$ cat src/rtl/timing_gen_if.sv
// timing_gen_if: runtime timing load channel (valid/ready).
// cfg_h/cfg_v pack {sync,bp,active,fp}, sync in the top W bits.
interface timing_gen_if #(
  parameter int W = 16
);
  logic           cfg_valid;
  logic           cfg_ready;
  logic [4*W-1:0] cfg_h;
  logic [4*W-1:0] cfg_v;

  modport master (
    output cfg_valid,
    output cfg_h,
    output cfg_v,
    input  cfg_ready
  );

  modport slave (
    input  cfg_valid,
    input  cfg_h,
    input  cfg_v,
    output cfg_ready
  );
endinterface

$ cat src/rtl/timing_gen.sv
// timing_gen: raster timing generator, boot timing from parameters,
// runtime timing via cfg (timing_gen_if.slave) applied at frame boundaries.
// Ports: clk, reset_n (async, active low), cfg, x, y, hsync, vsync,
// visible, line_start, frame_start. With TIMING_PREFETCH_EN defined:
// fetch_valid/fetch_x/fetch_y lead the outputs by PREFETCH cycles.
module timing_gen #(
  parameter int W         = 16,
  parameter int H_SYNC    = 40,
  parameter int H_BP      = 220,
  parameter int H_ACTIVE  = 1280,
  parameter int H_FP      = 110,
  parameter int V_SYNC    = 5,
  parameter int V_BP      = 20,
  parameter int V_ACTIVE  = 720,
  parameter int V_FP      = 5,
  parameter bit HSYNC_POL = 1'b1,
  parameter bit VSYNC_POL = 1'b1,
  parameter int PREFETCH  = 4
) (
  input  logic         clk,
  input  logic         reset_n,
  timing_gen_if.slave  cfg,
  output logic [W-1:0] x,
  output logic [W-1:0] y,
  output logic         hsync,
  output logic         vsync,
  output logic         visible,
  output logic         line_start,
  output logic         frame_start
`ifdef TIMING_PREFETCH_EN
  ,
  output logic         fetch_valid,
  output logic [W-1:0] fetch_x,
  output logic [W-1:0] fetch_y
`endif
);

  if (PREFETCH < 1 || PREFETCH > 15) begin : g_bad_prefetch
    $error("PREFETCH must be 1..15");
  end

  localparam logic [1:0] S_SYNC = 2'd0;
  localparam logic [1:0] S_BP   = 2'd1;
  localparam logic [1:0] S_ACT  = 2'd2;
  localparam logic [1:0] S_FP   = 2'd3;

  localparam int OW = 2*W + 5;

  // Timing fields indexed by FSM state: [0]=sync ... [3]=fp.
  typedef logic [3:0][W-1:0] tmg_t;

  localparam tmg_t H_BOOT = {
    W'(H_FP), W'(H_ACTIVE), W'(H_BP), W'(H_SYNC)
  };
  localparam tmg_t V_BOOT = {
    W'(V_FP), W'(V_ACTIVE), W'(V_BP), W'(V_SYNC)
  };
  localparam logic [OW-1:0] O_RST = {
    {(2*W){1'b0}}, ~HSYNC_POL, ~VSYNC_POL, 3'b000
  };

  function automatic tmg_t load(input logic [4*W-1:0] c);
    tmg_t t;
    for (int i = 0; i < 4; i++) begin
      t[i] = c[(3-i)*W +: W];
      if (t[i] == '0) t[i] = W'(1);
    end
    return t;
  endfunction

  logic [1:0]    hst_q, hst_d, vst_q, vst_d;
  logic [W-1:0]  hcnt_q, hcnt_d, vcnt_q, vcnt_d;
  tmg_t          hlive_q, hlive_d, vlive_q, vlive_d;
  tmg_t          hshd_q, hshd_d, vshd_q, vshd_d;
  logic          pend_q, pend_d;
  logic [OW-1:0] core_q, core_d;
  logic [OW-1:0] out;
  logic          h_last, v_last;
  logic          line_end, frame_end;
  logic          take, vis;

  assign cfg.cfg_ready = ~pend_q;

  always_comb begin
    h_last    = hcnt_q == hlive_q[hst_q] - W'(1);
    v_last    = vcnt_q == vlive_q[vst_q] - W'(1);
    line_end  = h_last && (hst_q == S_FP);
    frame_end = line_end && v_last
              && (vst_q == S_FP);
    take      = cfg.cfg_valid && ~pend_q;

    hst_d  = hst_q;
    hcnt_d = hcnt_q + W'(1);
    if (h_last) begin
      hst_d  = hst_q + 2'd1;
      hcnt_d = '0;
    end

    vst_d  = vst_q;
    vcnt_d = vcnt_q;
    if (line_end) begin
      vcnt_d = vcnt_q + W'(1);
      if (v_last) begin
        vst_d  = vst_q + 2'd1;
        vcnt_d = '0;
      end
    end

    hlive_d = hlive_q;
    vlive_d = vlive_q;
    hshd_d  = hshd_q;
    vshd_d  = vshd_q;
    pend_d  = pend_q;
    if (take) begin
      hshd_d = load(cfg.cfg_h);
      vshd_d = load(cfg.cfg_v);
      pend_d = 1'b1;
    end
    // take needs ~pend_q, so it never collides with this copy.
    if (frame_end && pend_q) begin
      hlive_d = hshd_q;
      vlive_d = vshd_q;
      pend_d  = 1'b0;
    end

    vis = (hst_q == S_ACT) && (vst_q == S_ACT);
    core_d = {
      vis ? hcnt_q : '0,
      (vst_q == S_ACT) ? vcnt_q : '0,
      HSYNC_POL ^ (hst_q != S_SYNC),
      VSYNC_POL ^ (vst_q != S_SYNC),
      vis,
      (hst_q == S_SYNC) && (hcnt_q == '0),
      (hst_q == S_SYNC) && (hcnt_q == '0)
        && (vst_q == S_SYNC) && (vcnt_q == '0)
    };
  end

  always_ff @(posedge clk or negedge reset_n) begin
    if (!reset_n) begin
      hst_q   <= S_SYNC;
      vst_q   <= S_SYNC;
      hcnt_q  <= '0;
      vcnt_q  <= '0;
      hlive_q <= H_BOOT;
      vlive_q <= V_BOOT;
      hshd_q  <= H_BOOT;
      vshd_q  <= V_BOOT;
      pend_q  <= 1'b0;
      core_q  <= O_RST;
    end else begin
      hst_q   <= hst_d;
      vst_q   <= vst_d;
      hcnt_q  <= hcnt_d;
      vcnt_q  <= vcnt_d;
      hlive_q <= hlive_d;
      vlive_q <= vlive_d;
      hshd_q  <= hshd_d;
      vshd_q  <= vshd_d;
      pend_q  <= pend_d;
      core_q  <= core_d;
    end
  end

`ifdef TIMING_PREFETCH_EN
  logic [PREFETCH-1:0][OW-1:0] pipe_q, pipe_d;

  always_comb begin
    pipe_d[0] = core_q;
    for (int i = 1; i < PREFETCH; i++)
      pipe_d[i] = pipe_q[i-1];
  end

  always_ff @(posedge clk or negedge reset_n) begin
    if (!reset_n) pipe_q <= {PREFETCH{O_RST}};
    else          pipe_q <= pipe_d;
  end

  assign out         = pipe_q[PREFETCH-1];
  assign fetch_valid = core_q[2];
  assign fetch_x     = core_q[2*W+4 -: W];
  assign fetch_y     = core_q[W+4 -: W];
`else
  assign out = core_q;
`endif

  assign {x, y, hsync, vsync,
          visible, line_start,
          frame_start} = out;

endmodule

$ cat src/flat_wrapper.sv
// flat-port wrapper written by rule: the top's interface ports become plain ports
module timing_gen_flat 
#(
  parameter int W         = 16,
  parameter int H_SYNC    = 40,
  parameter int H_BP      = 220,
  parameter int H_ACTIVE  = 1280,
  parameter int H_FP      = 110,
  parameter int V_SYNC    = 5,
  parameter int V_BP      = 20,
  parameter int V_ACTIVE  = 720,
  parameter int V_FP      = 5,
  parameter bit HSYNC_POL = 1'b1,
  parameter bit VSYNC_POL = 1'b1,
  parameter int PREFETCH  = 4
)
  (clk, reset_n, x, y, hsync, vsync, visible, line_start, frame_start, cfg_cfg_valid, cfg_cfg_h, cfg_cfg_v, cfg_cfg_ready);
  timing_gen_if #(.W(W)) cfg_i ();
  input  logic clk;
  input  logic reset_n;
  output logic [W-1:0] x;
  output logic [W-1:0] y;
  output logic hsync;
  output logic vsync;
  output logic visible;
  output logic line_start;
  output logic frame_start;
  input wire logic [$bits(cfg_i.cfg_valid)-1:0] cfg_cfg_valid;
  input wire logic [$bits(cfg_i.cfg_h)-1:0] cfg_cfg_h;
  input wire logic [$bits(cfg_i.cfg_v)-1:0] cfg_cfg_v;
  output wire logic [$bits(cfg_i.cfg_ready)-1:0] cfg_cfg_ready;
  assign cfg_i.cfg_valid = cfg_cfg_valid;
  assign cfg_i.cfg_h = cfg_cfg_h;
  assign cfg_i.cfg_v = cfg_cfg_v;
  assign cfg_cfg_ready = cfg_i.cfg_ready;
  timing_gen #(.W(W), .H_SYNC(H_SYNC), .H_BP(H_BP), .H_ACTIVE(H_ACTIVE), .H_FP(H_FP), .V_SYNC(V_SYNC), .V_BP(V_BP), .V_ACTIVE(V_ACTIVE), .V_FP(V_FP), .HSYNC_POL(HSYNC_POL), .VSYNC_POL(VSYNC_POL), .PREFETCH(PREFETCH)) u_core (.clk(clk), .reset_n(reset_n), .cfg(cfg_i), .x(x), .y(y), .hsync(hsync), .vsync(vsync), .visible(visible), .line_start(line_start), .frame_start(frame_start));
endmodule
$ cat config.mk
export PLATFORM = sky130hd
export DESIGN_NAME = timing_gen_flat
export DESIGN_NICKNAME = d
export VERILOG_FILES = /design/src/rtl/timing_gen_if.sv /design/src/rtl/timing_gen.sv /design/src/flat_wrapper.sv
export SDC_FILE = /design/constraint.sdc
export NUM_CORES = 1
export LEC_CHECK = 0
export ABC_AREA = 0
export CORE_AREA = 2 2 253 255
export DETAILED_ROUTE_END_ITERATION = 10
export DIE_AREA = 0 0 255 257
export PLACE_DENSITY = 0.47
export SLEW_MARGIN = 5
export SYNTH_ARGS = -nofsm -noshare
export SYNTH_HDL_FRONTEND = slang
export SYNTH_SLANG_ARGS = --single-unit
export TNS_END_PERCENT = 50
$ cat constraint.sdc
create_clock -name clk -period 7.88 [get_ports clk]
set_input_delay 0.788 -clock clk [delete_from_list [all_inputs] [get_ports clk]]
set_output_delay 0.788 -clock clk [all_outputs]
set_load 0.02 [all_outputs]
==> flow_metrics.py <==
metrics = {
    "run_status": {
        "run_status": "finished clean",
    },
    "flow_run": {
        "max_cap_violations": 0,
    },
    "grt": {
        "grtUsageTotal": 0.1234,
        "grt_pass1_wl_mm": 61.78,
        "grt.overflow.total": 0,
        "antenna_found_initial": 4,
        "grt_max_degree": 152,
        "first_global_vias": 9664,
    },
    "yosys": {
        "ys.flop_type": "dfrtp_1",
        "synth_fp_nets": 1237,
        "async_reset_ff_frac": 1.000,
        "synth_top_cell_area_share": 0.4713,
        "synth_compound_area_frac": 0.03827,
        "synthXorXnorAreaFrac": 0.03217,
        "avgSynthCellArea_um2": 13.69,
        "syn_inst": 1094,
        "synth_cell_types": 63,
        "synth_top_family_by_area": "multiplexers",
        "synthesis.area_mm2": 0.01497,
        "synth_edf_count": 0,
        "synth_mux_area_frac": 0.2409,
        "ys_warn_count": 0,
        "synth.most_common_cell": "dfrtp_1",
        "yosys.area_share.simple": 0.09074,
        "seq_area_frac_synth": 0.5555,
        "synthTopCellsByCount": "dfrtp_1, mux2_2, mux2_1",
        "synth_area_leader_cell": "dfrtp_1",
        "synth_area_leaders": "dfrtp_1, mux2_2, dfstp_2",
        "synthAdderAreaFrac": 0.01003,
        "ys_seq_elements": 330,
    },
    "worst_setup_path": {
        "path_cells": "mux4_2 -> or3_1 -> nor4_4 -> nor4bb_1 -> xnor2_1 -> nand4_1 -> or3_1 -> nor3b_4 -> buf_12 -> mux2_2",
        "critPathArrivalTime_ns": 5.99,
        "end_kind": "flip-flop",
        "worst_path_largest_cell_delay_ns": 1.06,
        "start_kind": "flip-flop",
        "crit_required_ns": 8.31,
        "crit_top_cell": "or3_1",
        "critPathMaxFanout": 129,
        "critical_path_class": "flip-flop to flip-flop",
        "crit_slowest_cell": "dfrtp_1",
    },
    "power": {
        "ir_drop_mv": 0.1095,
        "power_mw": 3.768,
        "leakagePower_nw": 8.418,
        "power_density_mw_per_mm2": 201.8,
    },
    "floorplan": {
        "core-area_mm2": 0.06274,
        "die_area_mm2": 0.06554,
        "row_count": 92,
        "fp.dieW_um": 255,
        "start_util": 0.2387,
        "die_h_um": 257,
        "ios": 169,
    },
    "timing": {
        "maxSlewHeadroom": 0.2721,
        "drv_slew": 0,
        "fmax_mhz": 179.9,
        "fin_setup_tns_ns": 0,
        "finalHoldViolCount": 0,
        "hold_ws_ns": 0.2824,
        "fin_crit_sh": 0.7055,
        "setup_viol": 0,
        "tightestPinTransition_ns": 1.092,
        "rsz0062_at_grt": "no",
        "min_period_ns": 5.559,
        "fin_worst_skew_ns": 0.02036,
    },
    "clock_tree": {
        "cts_hold_buf": 0,
        "clock_sinks": 330,
        "cts_resized": 0,
        "cts_tree": "built",
        "cts_setup_buffers": 0,
        "cts-buffers-inserted": 39,
        "clock_latency_ns": 0.56,
        "clockBufferDepth": 3,
        "clk_pin_slew_ns": 0.06,
        "cts_root_buffer": "clkbuf_16",
        "cts_max_level": 2,
    },
    "route": {
        "drt_wl_total_mm": 39.66,
        "avgViaCountPerCell": 4.317,
        "antenna_left": 0,
        "vias": 9164,
        "wl_per_cell_um": 18.68,
        "post-route-drc-count": 0,
        "drt_first_pass_iters": 5,
        "drtIter0Drc": 507,
    },
    "final_layout": {
        "syn_to_final_growth_pct": 24.69,
        "stdcell_count": 2123,
        "drive_gt1_frac": 0.2312,
        "num-fill-cells": 6305,
        "final_nets": 1391,
    },
    "placed_design": {
        "dpl.hpwl_mm": 28.64,
        "port_buffers": 168,
        "place.gp.congestion": 0.7754,
        "placed_cells": 2053,
    },
    "worst_hold_path": {
        "hold_path_class": "input port to async pin",
    },
}
==> flip-flops by register name (all words and copies together) (netlist names) <==
signal and cells:
u_core.core_q 37, u_core.hcnt_q 16, u_core.hlive_q 64, u_core.hshd_q 64, u_core.hst_q 2, u_core.pend_q 1
u_core.vcnt_q 16, u_core.vlive_q 64, u_core.vshd_q 64, u_core.vst_q 2
==> layer usage <==
metal  routed length (µm)  up-vias  global-route usage
li1                     -     4279                   -
met1                19360     4661              0.1812
met2                17580      154              0.1834
met3                 1894       62             0.02600
met4                  762        8             0.03168
met5                   60        -                   0
==> cell families (layout without fill, tap and decap cells) <==
kind of cell	Yosys count	after routing
xor+xnor	55	55
buf+inv	85	267
fa+ha+maj	12	12
mux	289	289
compound gates	77	77
other cells	0	1
flops	330	330
simple gates	246	246
==> final timing paths <==
kind	startpoint	to	slack, ns	cells past startpoint
max	u_core.hst_q[0]	u_core.hlive_q[6]	2.32	10
min	reset_n	u_core.hshd_q[6]	0.28	1
max reg2reg	u_core.hst_q[0]	u_core.hlive_q[6]	2.32	10
min in group clk	u_core.vshd_q[61]	u_core.vlive_q[61]	0.48	1
min reg2reg	u_core.vshd_q[61]	u_core.vlive_q[61]	0.48	1
max in group asynchronous	reset_n	u_core.vshd_q[53]	6.10	2
==> critical path: cells and delay by family, from the launching register on <==
kind	cells	cell delay [ns]
and+or+nand+nor	6	2.41
DFF	1	1.06
buffers and inverters	1	0.56
muxes	2	1.13
xor gates and xnor gates	1	0.16
==> layout by cell type (no fill, tap or decap), types with 6 or more instances in the layout <==
master and count:
a21o_1 14, a41oi_1 9, and2_1 20, and3_1 20, buf_4 6, clkbuf_1 15
clkbuf_16 39, clkdlybuf4s50_1 167, dfrtp_1 282, dfstp_2 48, ha_1 12, inv_1 22
mux2_1 109, mux2_2 142, mux2i_1 6, mux4_2 32, nand2_1 44, nand3_1 10
nand4_1 9, nor2_1 50, nor3_1 16, nor4_1 31, o21ai_0 14, o2bb2ai_1 14
or3_1 6, xnor2_1 35, xor2_1 20
==> area by class of cell <==
| class | count | area (µm²) | area share |
|---|---|---|---|
| Clock inverter | 10 | 158.9 | 0.008510 |
| Clock buffer | 59 | 1101 | 0.05897 |
| Inverter | 22 | 82.58 | 0.004423 |
| Tap cell | 846 | 1059 | 0.05669 |
| Timing Repair Buffer | 176 | 1772 | 0.09489 |
| Sequential cell | 330 | 8318 | 0.4455 |
| Multi-Input combinational cell | 679 | 6178 | 0.3309 |
| Antenna cell | 1 | 2.502 | 0.0001340 |
==> report_power, final <==
part	leakage (nW)	switching [mW]	internal (mW)
sequential	4.32	0.0341	1.76
clock	0.611	0.728	1.07
combinational	3.49	0.0760	0.101
total	8.42	0.838	2.93
==> metrics by stage <==
stage | setup slack, ns | util | cell area, µm²
detailed placement | 2.198 | 0.2775 | 17410
CTS | 2.195 | 0.2976 | 18670
finish | 2.321 | 0.2976 | 18670
global placement | 2.292 | 0.2775 | 17410
global route | 1.878 | 0.2976 | 18670
floorplan | 3.769 | - | 14970
Power figures use the tool's default switching activity.
